$ cat src/rtl/logic_unit_arbiter.sv
// logic_unit_arbiter: shares one bitwise logic unit (AND/OR/XOR/XNOR) among
// NREQ requesters. A round-robin arbiter picks one request per cycle, and the
// result is held in a single-entry response slot tagged with the requester ID.
module logic_unit_arbiter #(
   parameter int WIDTH = 8,
   parameter int NREQ  = 4,
   parameter int IDW   = 2,
   parameter int CNTW  = 16
) (
   input  logic                  clk,
   input  logic                  rst,
   input  logic [NREQ-1:0]       req_valid,
   output logic [NREQ-1:0]       req_ready,
   input  logic [NREQ*WIDTH-1:0] req_a,
   input  logic [NREQ*WIDTH-1:0] req_b,
   input  logic [NREQ*2-1:0]     req_op,
   output logic                  rsp_valid,
   input  logic                  rsp_ready,
   output logic [IDW-1:0]        rsp_id,
   output logic [WIDTH-1:0]      rsp_data,
   output logic [CNTW-1:0]       done_cnt
);

   typedef enum logic {
      EMPTY = 1'b0,
      FULL  = 1'b1
   } slot_state_t;

   slot_state_t      state;
   logic [IDW-1:0]   ptr;
   logic [IDW-1:0]   grant_idx;
   logic [IDW-1:0]   cand_idx;
   logic [IDW-1:0]   ptr_next;
   logic             grant_valid;
   logic             can_accept;
   logic             accept;
   logic [WIDTH-1:0] sel_a;
   logic [WIDTH-1:0] sel_b;
   logic [1:0]       sel_op;
   logic [WIDTH-1:0] op_result;

   // The slot can take a new result when empty, or when full and draining this cycle.
   assign can_accept = (state == EMPTY) || rsp_ready;
   assign accept     = can_accept && grant_valid && !rst;
   assign rsp_valid  = (state == FULL);

   // Round-robin search: walk from ptr upward, wrapping, and take the first valid requester.
   always_comb begin
      grant_valid = 1'b0;
      grant_idx   = '0;
      cand_idx    = '0;
      for (int k = 0; k < NREQ; k++) begin
         cand_idx = IDW'((int'(ptr) + k) % NREQ);
         for (int i = 0; i < NREQ; i++) begin
            if (!grant_valid && (cand_idx == IDW'(i)) && req_valid[i]) begin
               grant_valid = 1'b1;
               grant_idx   = IDW'(i);
            end
         end
      end
   end

   // Accept strobe is one-hot on the granted requester, and only when the slot can take it.
   always_comb begin
      req_ready = '0;
      for (int i = 0; i < NREQ; i++) begin
         req_ready[i] = accept && (grant_idx == IDW'(i));
      end
   end

   // Route the granted requester's operands and op code to the shared logic unit.
   always_comb begin
      sel_a  = '0;
      sel_b  = '0;
      sel_op = 2'b00;
      for (int i = 0; i < NREQ; i++) begin
         if (grant_idx == IDW'(i)) begin
            sel_a  = req_a[i*WIDTH +: WIDTH];
            sel_b  = req_b[i*WIDTH +: WIDTH];
            sel_op = req_op[i*2 +: 2];
         end
      end
   end

   // The shared bitwise logic unit itself.
   always_comb begin
      op_result = '0;
      case (sel_op)
         2'b00:   op_result = sel_a & sel_b;
         2'b01:   op_result = sel_a | sel_b;
         2'b10:   op_result = sel_a ^ sel_b;
         default: op_result = ~(sel_a ^ sel_b);
      endcase
   end

   // Next pointer sits just past the granted requester, wrapping the last one to 0.
   always_comb begin
      ptr_next = '0;
      if (grant_idx != IDW'(NREQ - 1)) begin
         ptr_next = grant_idx + IDW'(1);
      end
   end

   // Response slot FSM, round-robin pointer and completed-transaction counter.
   always_ff @(posedge clk or posedge rst) begin
      if (rst) begin
         state    <= EMPTY;
         ptr      <= '0;
         rsp_id   <= '0;
         rsp_data <= '0;
         done_cnt <= '0;
      end else begin
         if (rsp_valid && rsp_ready) begin
            done_cnt <= done_cnt + CNTW'(1);
         end
         case (state)
            EMPTY: begin
               if (accept) begin
                  state <= FULL;
               end
            end
            FULL: begin
               if (rsp_ready && !accept) begin
                  state <= EMPTY;
               end
            end
            default: state <= EMPTY;
         endcase
         if (accept) begin
            rsp_data <= op_result;
            rsp_id   <= grant_idx;
            ptr      <= ptr_next;
         end
      end
   end

endmodule

$ cat config.mk
export PLATFORM = sky130hd
export DESIGN_NAME = logic_unit_arbiter
export DESIGN_NICKNAME = d
export VERILOG_FILES = /design/src/rtl/logic_unit_arbiter.sv
export SDC_FILE = /design/constraint.sdc
export NUM_CORES = 1
export LEC_CHECK = 0
export CORE_MARGIN = 1.5
export CORE_UTILIZATION = 39
export CTS_CLUSTER_SIZE = 20
export DETAILED_ROUTE_END_ITERATION = 10
export PLACE_DENSITY = 0.78
export SETUP_SLACK_MARGIN = 0.05
export SYNTH_ARGS = -nofsm -noshare
export SYNTH_HDL_FRONTEND = slang
export SYNTH_SLANG_ARGS = --single-unit
$ cat constraint.sdc
create_clock -name clk -period 2.7 [get_ports clk]
set_input_delay 0.54 -clock clk [delete_from_list [all_inputs] [get_ports clk]]
set_output_delay 0.54 -clock clk [all_outputs]
set_load 0.005 [all_outputs]
* After elaboration in Yosys (flattened, before gate mapping)
Index checks and enable logic that the tools add are counted.
** Operators by class
- Bitwise gates (word level) :: 5
- Muxes and demuxes :: 48
- Reduce and logical (&&, ||, !) cells :: 63
- Equality and inequality tests :: 18
- Add/sub/neg operators :: 5
** Operators by type and width (number)
- $mux W8 :: 8
- $logic_and A1 B1 Y1 :: 39
- $mux W2 :: 19
- $pmux W8 S3 :: 1
- $eq A2 B2 Y1 const B :: 11
- $mux W1 :: 19
- $logic_not A1 Y1 :: 17
- $add A16 B1 Y16 const B :: 1
- $eq A2 B1 Y1 const B :: 6
- $logic_not A2 Y1 :: 6
- $and A8 B8 Y8 :: 1
- $not A8 Y8 :: 1
- $or A8 B8 Y8 :: 1
- $xor A8 B8 Y8 :: 1
- $add A2 B1 Y2 const B :: 2
- $add A2 B2 Y2 const B :: 2
- $ne A2 B2 Y1 const B :: 1
- $pmux W1 S2 :: 1
- $logic_or A1 B1 Y1 :: 1
- $not A1 Y1 :: 1
** Word-level totals
- Word-level logic and storage cells :: 144
- Bits in registers :: 29
- Input port bits :: 79

* Depth between registers and ports, before layout
Gate-level depths: netlist of run 1.
- Word-level depth :: 71
- Mapped depth :: 15

* Least setup slack after synthesis of run 1
No wires, ideal clock.
- Kind :: input to register
- From :: input req_valid[2]
- To :: register rsp_data[7]
- Buffers on the path :: 2
- Data required time :: 2562 ps
- Arrival time :: 2673 ps
- Slack :: -111 ps
- Stages :: 11
- Path through :: mux2i_1 nor2_1 nor3_1 ha_1 clkbuf_1 buf_1 nor2_1 a21o_1 ha_1 xnor2_1 o221ai_1
** Between the ends
- Cells in the longest elaborated chain, start to end :: 62
** RTL lines
- start, declared :: RTL line 12 : input logic [NREQ-1:0] req_valid,
- $logic_and A1 B1 Y1 :: RTL line 55 : if (!grant_valid && (cand_idx == IDW'(i)) && req_valid[i]) begin
- $mux W1 :: RTL line 55
- $logic_not A1 Y1 :: RTL line 55
- $logic_and A1 B1 Y1 (2 in a row) :: RTL line 55
- $mux W1 :: RTL line 55
- $logic_not A1 Y1 :: RTL line 55
- $logic_and A1 B1 Y1 (2 in a row) :: RTL line 55
- $mux W1 :: RTL line 55
- [... 41 more ...]
- $logic_and A1 B1 Y1 (2 in a row) :: RTL line 55
- $mux W2 * :: RTL line 55
- via grant_idx[0] :: RTL line 31 : logic [IDW-1:0] grant_idx;
- $logic_not A2 Y1 :: RTL line 77 : if (grant_idx == IDW'(i)) begin
- $mux W8 (4 in a row) :: RTL line 77
- $xor A8 B8 Y8 :: RTL line 91, 92
- $not A8 Y8 :: RTL line 92 : default: op_result = ~(sel_a ^ sel_b);
- $pmux W8 S3 * :: RTL line 88 : case (sel_op)
- end signal, assigned :: RTL line 130 : rsp_data <= op_result;
- end, declared :: RTL line 20 : output logic [WIDTH-1:0] rsp_data,
The timed path passes the listed nets; every way through them passes the cells marked *.
A chain may end at the register's enable or synchronous reset.

* Worst setup path in the final report of run 1
- From :: input req_valid[2]
- To :: register rsp_data[4]
Same word-level chain as after synthesis.

==> impl_metrics.env, run 1 <==
export IMPL_run_status="complete, but fails checks"
export IMPL_violations="negative setup slack"
export IMPL_grt_max_degree=31
export IMPL_timing_final_ws_setup_ns=-0.156
export IMPL_vdd_drop_max_mv=0.517
export IMPL_fin_crit_ns=2.86
export IMPL_nFillCells=438
export IMPL_fin_crit_sh=1.06
export IMPL_netlist_cell_type_count=40
export IMPL_drtAntennaViolNets=0
export IMPL_clock_path_buffers=2
export IMPL_drive_above_1_share=0.265
export IMPL_yosysSeqAreaShare=0.290
export IMPL_clk_pin_slew_ns=0.06
export IMPL_clock_sinks=29
export IMPL_cts_hold_buffers=0
export IMPL_syn_nets=403
export IMPL_regToRegEndpoint="rsp_data[4]$_DFFE_PP0P_"
export IMPL_synth_commonest_cells="a21oi_1 (43), nand2_1 (38), dfrtp_1 (29), ha_1 (21), nor2_1 (19)"
export IMPL_area_delta_synth_final_pct=83.3
export IMPL_crit_start="req_valid[2]"
export IMPL_synth_edf_count=0
export IMPL_crit_path_end="rsp_data[4]$_DFFE_PP0P_"
export IMPL_die_area_um2=6910
export IMPL_htreeDepth=2
export IMPL_cp_end_kind="flip-flop"
export IMPL_totalWireLength_mm=9.08
export IMPL_hold_viol_final=0
export IMPL_drcViolationCount=0
export IMPL_cts_buffers=5
export IMPL_gr_total_overflow=0
export IMPL_wire_per_inst_um=17.0
export IMPL_initial_utilization=0.399
export IMPL_diodes=0
export IMPL_core_area_um2=6280
export IMPL_cp_required_ns=2.84
export IMPL_ys_ff_latch=29
export IMPL_ioPinCount=110
export IMPL_worst_slew_margin_rel=0.750
export IMPL_crit_arrival_ns=3.00
export IMPL_setup_viol=8
export IMPL_root_buffer="clkbuf_8"
export IMPL_ys_top_cells_by_area="dfrtp_1 (29%), ha_1 (11%), a21oi_1 (8.6%)"
export IMPL_worstSkewPairLatency_ns=0.28
export IMPL_firstDrtPassIters=5
export IMPL_holdPathStages=1
export IMPL_synth_flop_cell="dfrtp_1"
export IMPL_first_global_vias=2811
export IMPL_antenna_found_initial=0
export IMPL_num_rows=29
export IMPL_synth_area_leader_cell="dfrtp_1"
export IMPL_max_freq_ghz=0.350
export IMPL_grt_first_pass_wirelength_mm=13.5
export IMPL_detailed_place_hpwl_mm=5.49
export IMPL_via_count=2848
export IMPL_rsz0062_at_grt="true"
export IMPL_skew_ns=0.00598
export IMPL_yosysMostFrequentCell="a21oi_1"
export IMPL_nNetsFinal=555
export IMPL_power_per_cell_area_nw_per_um2=916
export IMPL_rrSetupSlack_ns=-0.15
export IMPL_cp_max_fo=8
export IMPL_drt_iter0_drc=107
export IMPL_criticalPathCategory="input port to flip-flop"
export IMPL_post_place_ws_ns=-0.677
export IMPL_io_buffers=109
export IMPL_synth_top_cell_area_share=0.290
export IMPL_maxCapViolCount=0
export IMPL_syn_inst=303
export IMPL_gp_congestion=0.824
export IMPL_grtUsageTotal=0.240
export IMPL_finalMaxSlewViolations=0
export IMPL_fp_dieW_um=83.1
export IMPL_power_mw=4.20
export IMPL_vias_per_cell=5.34
export IMPL_reg2reg_depth=15
export IMPL_r2r_start="ptr[1]$_DFFE_PP0P_"
export IMPL_die_h_um=83.1
export IMPL_cts_tree="yes"
export IMPL_ys_async_sr_fraction=1.00
export IMPL_synth_warnings=0
export IMPL_syn_avg_cell_area_um2=8.26
export IMPL_tightest_slew_ns=0.374
export IMPL_synth_area_um2=2500
export IMPL_hp_start="done_cnt[15]$_DFFE_PP0P_"
export IMPL_leakagePower_nw=2.01
export IMPL_hold_class="flip-flop to flip-flop"
export IMPL_cp_start_kind="input port"
==> per-layer routing <==
layer,GRT usage,share of wire,vias up
li1,-,-,1351
met1,0.300,0.40,1323
met2,0.405,0.49,138
met3,0.0547,0.065,36
met4,0.0894,0.044,0
met5,0,0,-
==> cell type report <==
| class | count | area [um2] | share of cell area |
|---|---|---|---|
| clock buffers | 6 | 72.6 | 0.0158 |
| inverters | 18 | 67.6 | 0.0147 |
| well taps | 77 | 96.3 | 0.0210 |
| flip-flops and latches | 29 | 727 | 0.158 |
| repair buffers | 164 | 1700 | 0.370 |
| clock inverters | 2 | 10.0 | 0.00218 |
| multi-input cells | 237 | 1920 | 0.418 |
==> sequential cells by signal (all words and copies together), names as in the netlist <==
register   flops
ptr            2
rsp_data       8
rsp_id         2
rsp_valid      1
done_cnt      16
==> worst min-delay path by stage <==
stage	end	slack, ns
2_1_floorplan	done_cnt[15]$_DFFE_PP0P_	0.47
3_3_place_gp	done_cnt[15]$_DFFE_PP0P_	0.47
3_5_place_dp	done_cnt[15]$_DFFE_PP0P_	0.47
4_1_cts	done_cnt[15]$_DFFE_PP0P_	0.49
5_1_grt	done_cnt[12]$_DFFE_PP0P_	0.52
6_report	done_cnt[15]$_DFFE_PP0P_	0.49
==> critical path: stages <==
cell and delay, ns:
clkdlybuf4s15_2 0.21, mux2i_1 0.16, nor2_1 0.07, nor3_2 0.29, inv_2 0.11, buf_6 0.13
ha_4 0.16, buf_12 0.15, buf_8 0.14, a21oi_1 0.19, a21oi_1 0.07, nor2_1 0.15
a21o_1 0.15, ha_4 0.21, xnor2_1 0.14, o221ai_1 0.12
==> timing repair <==
item | CTS | global route
buffers inserted | 14 | 7
resized for setup | 45 | 44
pin swaps | 31 | 26
cloned | 4 | 1
setup endpoints to repair | 12 | 12
==> logic make-up (layout without fill, tap and decap cells) <==
logic type,Yosys count,count (layout),synth area share
mux,10,10,0.0405
compound gates,80,80,0.203
flops,29,29,0.290
xor+xnor,23,23,0.0805
simple gates,103,103,0.210
fa+ha+maj,21,21,0.105
buf+inv,37,190,0.0720
==> layout by cell type, fill, tap and decap left out, types with 3 or more instances in the layout <==
cell type / synthesis / routed
a21o_1: 14 / 14
a21oi_1: 43 / 30
a21oi_2: 0 / 12
and2_1: 5 / 4
buf_12: 1 / 6
buf_16: 0 / 4
buf_4: 1 / 37
buf_6: 2 / 5
buf_8: 0 / 3
clkbuf_2: 0 / 3
clkbuf_8: 0 / 5
clkdlybuf4s50_1: 0 / 101
dfrtp_1: 29 / 28
ha_1: 21 / 7
ha_4: 0 / 12
inv_1: 18 / 13
inv_2: 0 / 5
mux2i_1: 9 / 9
nand2_1: 38 / 37
nand3_1: 3 / 3
nand3b_1: 12 / 12
nand4_1: 4 / 4
nor2_1: 19 / 18
nor2b_1: 6 / 4
nor3_1: 5 / 3
nor3_2: 1 / 3
o21ai_0: 4 / 4
o221ai_1: 8 / 8
xnor2_1: 17 / 16
xor2_1: 6 / 6
==> power breakdown <==
| part | switching, mW | internal [mW] |
|---|---|---|
| Clock | 0.157 | 0.178 |
| Sequential | 0.104 | 0.554 |
| Combinational | 1.41 | 1.80 |
==> stage by stage <==
step	cells	hold slack (ns)	TNS [ns]	area (um2)	utilization
floorplan	303	0.468	0	2560	-
global placement	499	0.466	-6.13	3890	0.619
detailed placement	499	0.475	-6.96	3890	0.619
CTS	525	0.489	-0.0523	4300	0.685
global route	533	0.524	-1.94	4590	0.731
finish	533	0.488	-0.720	4590	0.731
Power figures use the tool's default switching activity.
==> run 2, diff against run 1 <==
CORE_MARGIN = not set   (was 1.5)
SLEW_MARGIN = 10   (was not set)
==> impl_metrics.env, run 2 (synthesis results as in run 1) <==
export IMPL_run_status="complete, but fails checks"
export IMPL_root_buffer="clkbuf_8"
export IMPL_fp_dieW_um=82.1
export IMPL_largestRegisters="done_cnt (16), rsp_data (8)"
export IMPL_clk_pin_slew_ns=0.06
export IMPL_gp_congestion=0.733
export IMPL_final_common_cell="clkdlybuf4s50_1"
export IMPL_nFillCells=441
export IMPL_gr_total_overflow=0
export IMPL_nNetsFinal=538
export IMPL_cp_start_kind="flip-flop"
export IMPL_worstSkewPairLatency_ns=0.28
export IMPL_ioPinCount=110
export IMPL_fin_crit_ns=2.75
export IMPL_dp_cells=489
export IMPL_grt_max_degree=45
export IMPL_grtUsageTotal=0.224
export IMPL_timing_final_ws_setup_ns=-0.0546
export IMPL_drt_iter0_drc=82
export IMPL_cts_tree="yes"
export IMPL_cp_required_ns=2.84
export IMPL_tightest_slew_ns=0.416
export IMPL_num_rows=28
export IMPL_clock_path_buffers=2
export IMPL_antenna_found_initial=0
export IMPL_max_freq_ghz=0.363
export IMPL_vdd_drop_max_mv=0.564
export IMPL_multi_input_area_um2=1900
export IMPL_criticalPathCategory="flip-flop to flip-flop"
export IMPL_finish_utilization=0.741
export IMPL_drcViolationCount=0
export IMPL_die_h_um=82.1
export IMPL_diodes=0
export IMPL_largest_register="done_cnt"
export IMPL_first_global_vias=2584
export IMPL_final_cells=514
export IMPL_leakagePower_nw=1.95
export IMPL_worst_slew_margin_rel=0.720
export IMPL_drive_above_1_share=0.232
export IMPL_grt_first_pass_wirelength_mm=11.6
export IMPL_firstDrtPassIters=4
export IMPL_hold_ws_ns=0.470
export IMPL_setup_viol=2
export IMPL_drtAntennaViolNets=0
export IMPL_initial_utilization=0.413
export IMPL_area_delta_synth_final_pct=79.5
export IMPL_die_area_um2=6740
export IMPL_cp_end_kind="flip-flop"
export IMPL_cts_hold_buffers=0
export IMPL_fin_crit_sh=1.02
export IMPL_power_per_cell_area_nw_per_um2=947
export IMPL_layout_common_cells="clkdlybuf4s50_1 (101), nand2_1 (37), a21oi_1 (29), dfrtp_1 (28), buf_4 (22)"
export IMPL_hold_viol_final=0
export IMPL_clock_sinks=29
export IMPL_htreeDepth=2
export IMPL_cp_max_fo=7
export IMPL_hold_class="flip-flop to flip-flop"
export IMPL_regArea_um2=727
export IMPL_wire_per_inst_um=15.6
export IMPL_via_count=2696
export IMPL_maxCapViolCount=0
export IMPL_largest_reg_flops=16
export IMPL_vias_per_cell=5.25
export IMPL_io_buffers=109
export IMPL_totalWireLength_mm=8.03
export IMPL_core_area_um2=6060
export IMPL_finalMaxSlewViolations=0
export IMPL_skew_ns=0.00351
export IMPL_violations="negative setup slack"
export IMPL_rsz0062_at_grt="true"
export IMPL_detailed_place_hpwl_mm=5.04
export IMPL_cts_buffers=5
export IMPL_crit_arrival_ns=2.89
==> run 2: cell count changes in the layout (fill, tap and decap cells not counted), sizes merged <==
| cell | before | now |
|---|---|---|
| clkdlybuf4s15 | 2 | 5 |
| dlygate4sd2 | 1 | 2 |
| buf | 56 | 38 |
| bufinv | 0 | 1 |
| clkbuf | 10 | 8 |
| clkinv | 2 | 0 |
==> run 2: path summary, 6_finish.rpt <==
path / end / startpoint / slack (ns) / cells past startpoint
setup / recovery: rsp_data[2]$_DFFE_PP0P_ / ptr[1]$_DFFE_PP0P_ / -0.05 / 15
max in group asynchronous: ptr[1]$_DFFE_PP0P_ / rst / 1.72 / 3
setup reg to reg: rsp_data[2]$_DFFE_PP0P_ / ptr[1]$_DFFE_PP0P_ / -0.05 / 15
hold / removal: done_cnt[15]$_DFFE_PP0P_ / done_cnt[15]$_DFFE_PP0P_ / 0.47 / 1
hold reg to reg: done_cnt[15]$_DFFE_PP0P_ / done_cnt[15]$_DFFE_PP0P_ / 0.47 / 1
min in group asynchronous: rsp_valid$_DFF_PP0_ / rst / 0.69 / 3
==> run 2: cell type report <==
| class | count | area share |
|---|---|---|
| multi-input combinational | 237 | 0.423 |
| timing repair buffer | 147 | 0.353 |
| sequential | 29 | 0.162 |
| tap | 75 | 0.0209 |
| clock buffer | 7 | 0.0192 |
| inverter | 18 | 0.0156 |
| clock inverter | 1 | 0.00669 |
==> run 2: metrics by stage <==
step / instance area [um2] / power [mW] / worst slack (ns) / setup TNS (ns)
final: 4490 / 4.25 / -0.0546 / -0.0893
after global routing: 4490 / 4.57 / -0.272 / -1.13
after CTS: 4290 / 3.89 / -0.00748 / -0.00748
after detailed placement: 3840 / 2.91 / -0.745 / -7.11
after global placement: 3840 / 2.86 / -0.626 / -6.03
after floorplan: 2560 / 2.20 / 0.0534 / 0
==> run 2: worst max-delay path, stage by stage, from the launching register on <==
cell	delay, ns
dfrtp_2	0.45
nand2b_4	0.15
a21oi_2	0.12
nor3_2	0.06
buf_4	0.14
ha_4	0.17
buf_12	0.13
buf_16	0.13
buf_8	0.13
a221oi_2	0.29
nor3_1	0.08
a21oi_1	0.17
inv_1	0.10
ha_4	0.28
xnor2_2	0.10
o221ai_1	0.11
==> run 2: per-layer routing <==
layer  track usage  vias up  part of all wire
met5             0        -                 0
met2         0.407      100              0.49
li1              -     1319                 -
met1         0.258     1264              0.42
met3        0.0538       13             0.072
met4        0.0632        0             0.016
==> run 2: where the power goes <==
group / internal (mW) / switching, mW / total [mW]
Combinational: 1.76 / 1.37 / 3.13
Sequential: 0.554 / 0.108 / 0.663
Clock: 0.300 / 0.161 / 0.461
==> run 2: timing repair <==
item	CTS	global route
pin swaps	30	27
endpoints found under the hold margin	0	0
gates resized for setup	44	30
cloned	4	1
endpoints found under the setup margin	12	11
setup buffers	9	3
==> run 3, diff against run 2 <==
GPL_ROUTABILITY_DRIVEN = 0   (was not set)
REMOVE_ABC_BUFFERS = 1   (was not set)
==> impl_metrics.env, run 3 (synthesis results as in run 1) <==
export IMPL_root_buffer="clkbuf_8"
export IMPL_drtAntennaViolNets=0
export IMPL_vias_per_cell=5.48
export IMPL_final_common_cell="clkdlybuf4s50_1"
export IMPL_largest_register="done_cnt"
export IMPL_die_h_um=82.1
export IMPL_setup_viol=8
export IMPL_maxCapViolCount=0
export IMPL_power_mw=4.63
export IMPL_grt_max_degree=34
export IMPL_fin_crit_ns=2.90
export IMPL_cts_buffers=5
export IMPL_path_cells="mux2i_1, nor2_1, nor3_2, buf_4, inv_4, buf_6, ha_4, buf_8, buf_12, buf_16, a21oi_4, a21oi_2, nor2_2, a21o_1, ha_4, xnor2_2, o221ai_1"
export IMPL_wire_per_inst_um=18.3
export IMPL_violations="negative setup slack"
export IMPL_holdPathStages=1
export IMPL_tightest_slew_ns=0.432
export IMPL_grtUsageTotal=0.262
export IMPL_fin_crit_sh=1.08
export IMPL_path_common_cell="ha_4"
export IMPL_finish_utilization=0.764
export IMPL_antenna_found_initial=0
export IMPL_drive_above_1_share=0.281
export IMPL_nNetsFinal=548
export IMPL_core_area_um2=6060
export IMPL_largestRegisters="done_cnt (16), rsp_data (8)"
export IMPL_drt_iter0_drc=176
export IMPL_tns_ns=-1.10
export IMPL_leakagePower_nw=2.05
export IMPL_cts_hold_buffers=0
export IMPL_crit_arrival_ns=3.06
export IMPL_slowest_delay_ns=0.42
export IMPL_nFillCells=368
export IMPL_initial_utilization=0.413
export IMPL_run_status="complete, but fails checks"
export IMPL_num_rows=28
export IMPL_detailed_place_hpwl_mm=5.30
export IMPL_hold_ws_ns=0.502
export IMPL_cp_end_kind="flip-flop"
export IMPL_vdd_drop_max_mv=0.525
export IMPL_cp_depth=17
export IMPL_reg2reg_depth=17
export IMPL_grt_first_pass_wirelength_mm=13.3
export IMPL_firstDrtPassIters=4
export IMPL_fp_dieW_um=82.1
export IMPL_cts_tree="yes"
export IMPL_drcViolationCount=0
export IMPL_hold_class="flip-flop to flip-flop"
export IMPL_layout_common_cells="clkdlybuf4s50_1 (101), nand2_1 (36), dfrtp_1 (28), buf_4 (27), a21oi_1 (23)"
export IMPL_cp_max_fo=6
export IMPL_max_freq_ghz=0.345
export IMPL_rsz0062_at_grt="true"
export IMPL_crit_slowest_cell="dfrtp_2"
export IMPL_first_global_vias=2780
export IMPL_totalWireLength_mm=9.59
export IMPL_largest_reg_flops=16
export IMPL_clk_pin_slew_ns=0.07
export IMPL_clock_path_buffers=2
export IMPL_skew_ns=0.00511
export IMPL_power_per_cell_area_nw_per_um2=1000
export IMPL_timing_final_ws_setup_ns=-0.203
export IMPL_area_delta_synth_final_pct=85.1
export IMPL_io_buffers=109
export IMPL_cp_required_ns=2.86
export IMPL_worstSkewPairLatency_ns=0.29
export IMPL_criticalPathCategory="flip-flop to flip-flop"
export IMPL_clock_sinks=29
export IMPL_path_delay_family="buffers and inverters"
export IMPL_hold_viol_final=0
export IMPL_gr_total_overflow=0
export IMPL_post_place_ws_ns=-0.745
export IMPL_cp_start_kind="flip-flop"
export IMPL_htreeDepth=2
export IMPL_finalMaxSlewViolations=0
export IMPL_die_area_um2=6740
export IMPL_worst_slew_margin_rel=0.712
export IMPL_diodes=0
export IMPL_critPathBufInv=6
export IMPL_via_count=2874
export IMPL_ioPinCount=110
[run 3: cell types whose count changed in the layout (fill, tap and decap cells not counted), sizes merged]
cell           change
clkbuf             +3
bufinv             -1
clkinv             +1
buf               +10
dlymetal6s2s       +1
dlygate4sd2        -1
clkdlybuf4s15      -3
[run 3: path summary, 6_finish.rpt]
check	startpoint	end	slack, ns
setup / recovery	ptr[1]$_DFFE_PP0P_	rsp_data[4]$_DFFE_PP0P_	-0.20
hold / removal	done_cnt[14]$_DFFE_PP0P_	done_cnt[14]$_DFFE_PP0P_	0.50
setup reg to reg	ptr[1]$_DFFE_PP0P_	rsp_data[4]$_DFFE_PP0P_	-0.20
hold reg to reg	done_cnt[14]$_DFFE_PP0P_	done_cnt[14]$_DFFE_PP0P_	0.50
max in group asynchronous	rst	ptr[1]$_DFFE_PP0P_	1.74
min in group asynchronous	rst	done_cnt[8]$_DFFE_PP0P_	0.66
[run 3: where the power goes]
part | leakage, nW | total [mW] | internal (mW) | switching (mW)
Clock | 0.0542 | 0.415 | 0.230 | 0.184
Combinational | 1.62 | 3.55 | 1.97 | 1.58
Sequential | 0.375 | 0.666 | 0.554 | 0.112
Total | 2.05 | 4.63 | 2.75 | 1.88
[run 3: area by class of cell]
| cell class | count | area [um2] | share of cell area |
|---|---|---|---|
| flip-flops and latches | 29 | 727 | 0.157 |
| clock inverters | 1 | 5.00 | 0.00108 |
| clock buffers | 7 | 96.3 | 0.0208 |
| inverters | 18 | 70.1 | 0.0151 |
| repair buffers | 157 | 1670 | 0.361 |
| multi-input cells | 237 | 1970 | 0.425 |
| well taps | 75 | 93.8 | 0.0203 |
[run 3: repair_timing]
item	4_1_cts	5_1_grt
buffers inserted	9	5
setup endpoints to repair	12	11
gates resized for setup	63	44
cloned	5	1
pin swaps	27	22
[run 3: through the flow]
| stage | area (um2) | std cells |
|---|---|---|
| after global placement | 3840 | 496 |
| after detailed placement | 3840 | 496 |
| after global routing | 4630 | 524 |
| after CTS | 4410 | 518 |
| final | 4630 | 524 |
| after floorplan | 2390 | 284 |
[run 3: layer usage]
metal	routed length (um)	GRT usage
met1	3870	0.307
met2	4800	0.467
met3	556	0.0527
met4	365	0.102
met5	0	0
